### config.mk
export PLATFORM = sky130hd
export DESIGN_NAME = tx_share_arbiter
export DESIGN_NICKNAME = d
export VERILOG_FILES = /design/src/rtl/tx_share_arbiter.sv
export SDC_FILE = /design/constraint.sdc
export NUM_CORES = 1
export LEC_CHECK = 0
export ABC_CLOCK_PERIOD_IN_PS = 2800
export BUFFER_PORTS_ARGS = -buffer_cell sky130_fd_sc_hd__buf_2
export CAP_MARGIN = 30
export CORE_UTILIZATION = 44
export DETAILED_ROUTE_END_ITERATION = 10
export MAX_ROUTING_LAYER = met4
export PLACE_DENSITY = 0.7
export SETUP_SLACK_MARGIN = 0.05
export SLEW_MARGIN = 20
export SYNTH_ARGS = -nofsm -noshare
export SYNTH_HDL_FRONTEND = slang
export SYNTH_SLANG_ARGS = --single-unit
export TNS_END_PERCENT = 1
### constraint.sdc
create_clock -name clk -period 2.8 [get_ports clk]
set_input_delay 0 -clock clk [delete_from_list [all_inputs] [get_ports clk]]
set_output_delay 0 -clock clk [all_outputs]
set_load 0.1 [all_outputs]
### src/rtl/tx_share_arbiter.sv
// rtl/tx_share_arbiter.sv - round-robin arbiter sharing one tx port among NCLI clients
// Latches the winner's word, holds it on sdata until snt, then pulses done and rotates priority.
module tx_share_arbiter #(
  parameter int NCLI     = 4,
  parameter int IDXW     = 2,
  parameter int DATA_MSB = 7
) (
  input  logic                           clk,
  input  logic                           reset,
  input  logic [NCLI-1:0]                cli_req,
  input  logic [NCLI*(DATA_MSB+1)-1:0]   cli_data,
  input  logic [NCLI-1:0]                cli_mask,
  output logic [NCLI-1:0]                cli_gnt,
  output logic [NCLI-1:0]                cli_done,
  output logic                           vi,
  output logic [DATA_MSB:0]              sdata,
  input  logic                           snt,
  output logic                           busy,
  output logic [IDXW-1:0]                cur_idx,
  output logic [15:0]                    stall_cnt
);

  localparam int W = DATA_MSB + 1;

  typedef enum logic [1:0] {IDLE, SEND, RELEASE} state_t;

  state_t            state_q;
  logic [IDXW-1:0]   ptr_q;
  logic [IDXW-1:0]   ptr_d;
  logic [IDXW-1:0]   cur_idx_q;
  logic [NCLI-1:0]   gnt_q;
  logic [NCLI-1:0]   done_q;
  logic              vi_q;
  logic              busy_q;
  logic [W-1:0]      sdata_q;
  logic [15:0]       stall_q;

  logic [NCLI-1:0]   elig;
  logic              win_found;
  logic [IDXW-1:0]   win_idx;
  logic [IDXW:0]     scan_sum;
  logic [W-1:0]      words [NCLI];

  // Scan eligible clients from ptr upward, wrapping at NCLI so unused indices are never visited.
  always_comb begin
    elig      = cli_req & ~cli_mask;
    win_found = 1'b0;
    win_idx   = '0;
    scan_sum  = '0;
    for (int k = 0; k < NCLI; k++) begin
      scan_sum = {1'b0, ptr_q} + (IDXW+1)'(k);
      if (scan_sum >= (IDXW+1)'(NCLI)) begin
        scan_sum = scan_sum - (IDXW+1)'(NCLI);
      end
      if (!win_found && elig[scan_sum[IDXW-1:0]]) begin
        win_found = 1'b1;
        win_idx   = scan_sum[IDXW-1:0];
      end
    end
  end

  always_comb begin
    for (int i = 0; i < NCLI; i++) begin
      words[i] = cli_data[i*W +: W];
    end
  end

  assign ptr_d = (cur_idx_q == IDXW'(NCLI-1)) ? '0 : cur_idx_q + IDXW'(1);

  always_ff @(posedge clk or negedge reset) begin
    if (!reset) begin
      state_q   <= IDLE;
      ptr_q     <= '0;
      cur_idx_q <= '0;
      gnt_q     <= '0;
      done_q    <= '0;
      vi_q      <= 1'b0;
      busy_q    <= 1'b0;
      sdata_q   <= '0;
      stall_q   <= '0;
    end else begin
      gnt_q  <= '0;
      done_q <= '0;
      case (state_q)
        IDLE: begin
          if (win_found) begin
            sdata_q          <= words[win_idx];
            cur_idx_q        <= win_idx;
            gnt_q[win_idx]   <= 1'b1;
            vi_q             <= 1'b1;
            busy_q           <= 1'b1;
            state_q          <= SEND;
          end
        end
        SEND: begin
          if (stall_q != 16'hFFFF) begin
            stall_q <= stall_q + 16'd1;
          end
          // A stale high snt on entry counts as completion; RELEASE absorbs the level.
          if (snt) begin
            vi_q              <= 1'b0;
            done_q[cur_idx_q] <= 1'b1;
            ptr_q             <= ptr_d;
            state_q           <= RELEASE;
          end
        end
        RELEASE: begin
          if (!snt) begin
            busy_q  <= 1'b0;
            state_q <= IDLE;
          end
        end
        default: begin
          state_q <= IDLE;
          vi_q    <= 1'b0;
          busy_q  <= 1'b0;
        end
      endcase
    end
  end

  assign cli_gnt   = gnt_q;
  assign cli_done  = done_q;
  assign vi        = vi_q;
  assign sdata     = sdata_q;
  assign busy      = busy_q;
  assign cur_idx   = cur_idx_q;
  assign stall_cnt = stall_q;

endmodule

======== Word level (Yosys, flattened, before mapping) ========
Cells that the tools add are included.
storage, ports and cells
  register bits after elaboration ......... 40
  latch bits .............................. 0
  bits in writable memories ............... 0
  memory bits (read-only) ................. 0
  bits of input ports ..................... 43
  output and inout port bits .............. 36
  logic and storage cells ................. 99
  memories kept ........................... 0
cells by class
  $add $sub $neg .......................... 9
  multipliers ............................. 0
  divide/modulo/power cells ............... 0
  magnitude comparators ................... 13
  equal/unequal tests ..................... 7
  shift operators ......................... 0
  muxes and demuxes ....................... 41
  bitwise operators ....................... 5
  reductions and logical operators ........ 15
operators by type and width
  kind                   number
  $mux 2                 12
  $lt 2x3->1 const B     6
  $add 16x1->16 const B  1
  $bmux 8 s2             1
  $mux 4                 4
  $mux 8                 2
  $ne 16x16->1 const B   1
  $mux 1                 13
  $ge 3x3->1 const B     4
  $reduce_and 3->1       3
  $bmux 1 s2             4
  $sub 2x1->2 const B    4
  $add 2x2->3 const B    2
  $ne 2x2->1 const B     3
  $pmux 1 s3             2
  $pmux 2 s3             1
  $reduce_and 2->1       3
  $logic_and 1x1->1      5
  $and 4x4->4            1
  $demux 1 s2            2
  $eq 2x2->1 const B     2
  $ge 2x1->1 const B     2
  $not 4->4              1
  $add 2x1->3 const B    1
  other kinds (7)        10

======== Logic depth before layout (Yosys ltp) ========
  depth in word-level cells ............... 20
  depth in mapped cells ................... 7
  depth with buffers taken out ............ 6

======== Worst setup path after synthesis ========
No wires, ideal clock.
  path type ............................... register -> register
  start point ............................. register stall_q[0], in the netlist stall_cnt[0]
  end point ............................... register stall_q[15], in the netlist stall_cnt[15]
  setup time .............................. 0.158 ns
  arrival time ............................ 2.117 ns
  path slack .............................. 0.524 ns
  stages on the path, launching flop included .. 7
  buffers on the path ..................... 0
  cells stage by stage .................... dfrtp_1 > ha_1 > nand4_1 > nor4_1 > nor2_1 > nand4_1 > xnor2_1
on the way
  cells in the longest elaborated chain, start to end .. 2
  elaborated cells on any way between the ends .. 3
  those cells by class .................... add/sub: 1; eq/ne: 1; reduce/logical: 1
ends and longest elaborated chain
  element                                                                line  source
  from (decl)                                                            36    logic [15:0] stall_q;
  from (signal assigned)                                                 97    stall_q <= stall_q + 16'd1;
  parallel branches: the longest is 2 deep, another holds $add 16x1->16  -
Parallel ways; which one is timed is not known.
A chain may end at the register's enable or synchronous reset.

======== Final worst setup path ========
  start point ............................. register ptr_q[1]
  end point ............................... register sdata_q[7], in the netlist sdata[7]
on the way
  cells in the longest elaborated chain, start to end .. 18
  elaborated cells on any way between the ends .. 42
  those cells by class .................... add/sub: 7; order compare: 4; mux: 23; bitwise: 1; reduce/logical: 7
ends and longest elaborated chain
  element                                                               line  source
  from (decl)                                                           28    logic [IDXW-1:0] ptr_q;
  from (signal assigned)                                                103   ptr_q <= ptr_d;
  parallel branches: the longest is 18 deep, another holds $add 2x1->3  -
  to (signal assigned)                                                  87    sdata_q <= words[win_idx];
  to (decl)                                                             35    logic [W-1:0] sdata_q;
Parallel ways; which one is timed is not known. The select of a mux whose other input is x is not followed.

==> metrics.csv <==
metric,value,unit
status,"finished, final reports clean",
clock_sinks,40,
holdWs,19.3,ps
nFillCells,394,
finalSetupViolCount,0,
grt_max_degree,41,
cts_buffers,5,
worstPathMaxFanout,18,
drc,0,
antenna_found_initial,0,
ant_nets,0,
fp.coreArea,4380,um2
synth_edf_count,0,
dpl_cell_area,2470,um2
post_drt_wl_per_cell,13.6,um
cp.required,2970,ps
clk_pin_slew,70,ps
seq_area_frac_synth,49.2,%
dr_total_vias,1677,
die_y,70.0,um
synth_top_cell_by_area,dfrtp_1,
drt-total-wl,4350,um
hold_path.class,in -> reg,
drive_gt1_share,40.5,%
cts_tree,yes,
async_reset_ff_share,100,%
ys_ff_latch,40,
cts_buffer_depth,2,
synth_cell_types,38,
power.leakage,0.00131,uW
synth_common_cells,"dfrtp_1, mux2_2, nand2_1",
fin_setup_tns,0,ps
power.density,1200,nW/um2
post-route-period-util,74.7,%
routabilityCongestion,0.809,
yosys_most_used_dff,dfrtp_1,
die_w,70.0,um
num_antenna_cells,0,
clock_latency,290,ps
rsz0062_at_grt,false,
yosysMostFrequentCell,dfrtp_1,
grt_pass1_wl,7300,um
drt-initial-drc-count,37,
h-tree-depth,2,
utilization,58.8,%
overflow,0,
stdcell_area,2580,um2
endpoint_kind,register,
grt.total_usage,19.4,%
ios,79,
dp_hpwl,3200,um
grt_pass1_vias,1622,
dieArea,4900,um2
path_class,reg -> reg,
slew_headroom,56.5,%
crit_arrival,2260,ps
drv_cap,0,
maxSlewViolCount,0,
syn_nets,232,
syn_area_per_cell,11.1,um2
cts-root-buf,clkbuf_8,
area_delta_synth_final,26.8,%
rows,24,
viasPerCell,5.22,
r2r_slack,710,ps
fin_nets,317,
synth_area,2030,um2
worst_pin_slew,650,ps
hold_viol,0,
synth_area_leaders,"dfrtp_1, mux2_2, a221o_1",
dr.pass1.iters,4,
portBuffers,78,
period_needed,2090,ps
fmax,478,MHz
finalPower,3090,uW
fin_worst_skew,4.45,ps
yosys_warnings,0,
startpoint_type,register,
ir_drop,0.928,mV
netlist.area_leader.share,49.2,%
initial_core_util,46.4,%
synthCells,184,
-- timing repair --
item / 4_1_cts / 5_1_grt
endpoints found under the setup margin: 0 / 0
gates resized for setup: 0 / 0
buffers inserted: 0 / 0
hold buffers: 1 / 0
hold endpoints to repair: 40 / 0
-- registers in the layout (all words and copies together), names as in the netlist --
register   count
vi             1
cli_gnt        4
busy           1
ptr_q          2
state_q        2
sdata          8
cur_idx        2
stall_cnt     16
cli_done       4
-- worst max-delay path, stage by stage (launching register included) --
cell and delay (ps):
dfrtp_1 430, or4b_4 530, o21a_1 140, and2_4 240
mux2_4 320, a221o_1 320
-- cell families (layout without fill, tap and decap cells) --
group | count (synthesis) | count (layout) | share of synthesized area (%)
adder cells (fa/ha/maj) | 5 | 5 | 3.08
XOR/XNOR | 12 | 12 | 5.17
AO/OA/AOI/OAI | 26 | 26 | 9.60
AND/OR/NAND/NOR | 73 | 73 | 19.6
multiplexers | 19 | 19 | 10.7
flip-flops | 40 | 40 | 49.2
buffers and inverters | 9 | 94 | 2.58
-- layer usage --
metal,track usage (%),routed length (um),up-vias,part of all wire (%)
met5,-,0,-,0
met4,6.00,70,0,1.6
met3,4.33,163,9,3.7
met2,31.5,2110,38,48
met1,24.2,2010,807,46
li1,-,-,823,-
-- power by group --
group          internal [uW]  switching [uW]  total (uW)
Sequential               753             145         898
Clock                    169             189         359
Combinational            415            1420        1830
-- cell type report --
class	instances	area (um2)	area share (%)
clock inverter	1	5.00	0.194
multi-input combinational	135	980	38.0
tap	52	65.1	2.52
inverter	5	18.8	0.728
sequential	40	1000	38.8
timing repair buffer	82	435	16.9
clock buffer	6	72.6	2.82
-- placed cells by master (no fill, tap or decap), types with 2 or more instances in the layout --
cell / netlist / final
nand3_1: 4 / 4
xnor2_1: 9 / 9
mux2_2: 18 / 18
clkbuf_8: 0 / 5
a21o_1: 2 / 2
and3_1: 7 / 7
o21ai_0: 3 / 3
a21oi_1: 6 / 6
nor2_1: 12 / 12
buf_4: 0 / 2
a221o_1: 8 / 8
dfrtp_1: 40 / 40
nor3_1: 4 / 4
nand2_1: 14 / 14
and2_1: 8 / 8
nor2b_1: 3 / 3
xor2_1: 3 / 3
nand2b_1: 7 / 7
nand4_1: 6 / 6
ha_1: 5 / 5
buf_2: 0 / 78
inv_1: 5 / 5
-- final timing paths --
| kind | startpoint | end | depth (start not counted) |
|---|---|---|---|
| setup / recovery | ptr_q[1] | sdata[7] | 5 |
| hold / removal | snt | state_q[1] | 2 |
| setup reg to reg | ptr_q[1] | sdata[7] | 5 |
| hold reg to reg | stall_cnt[15] | stall_cnt[15] | 1 |
| max in group asynchronous | reset | sdata[5] | 3 |
| min in group asynchronous | reset | stall_cnt[14] | 2 |
-- stage by stage --
step                      instances  setup slack [ps]
after global placement          312               768
final                           321               709
after global routing            321               643
after floorplan                 184               524
after detailed placement        312               713
after CTS                       320               710
(Power assumes the default switching activity.)
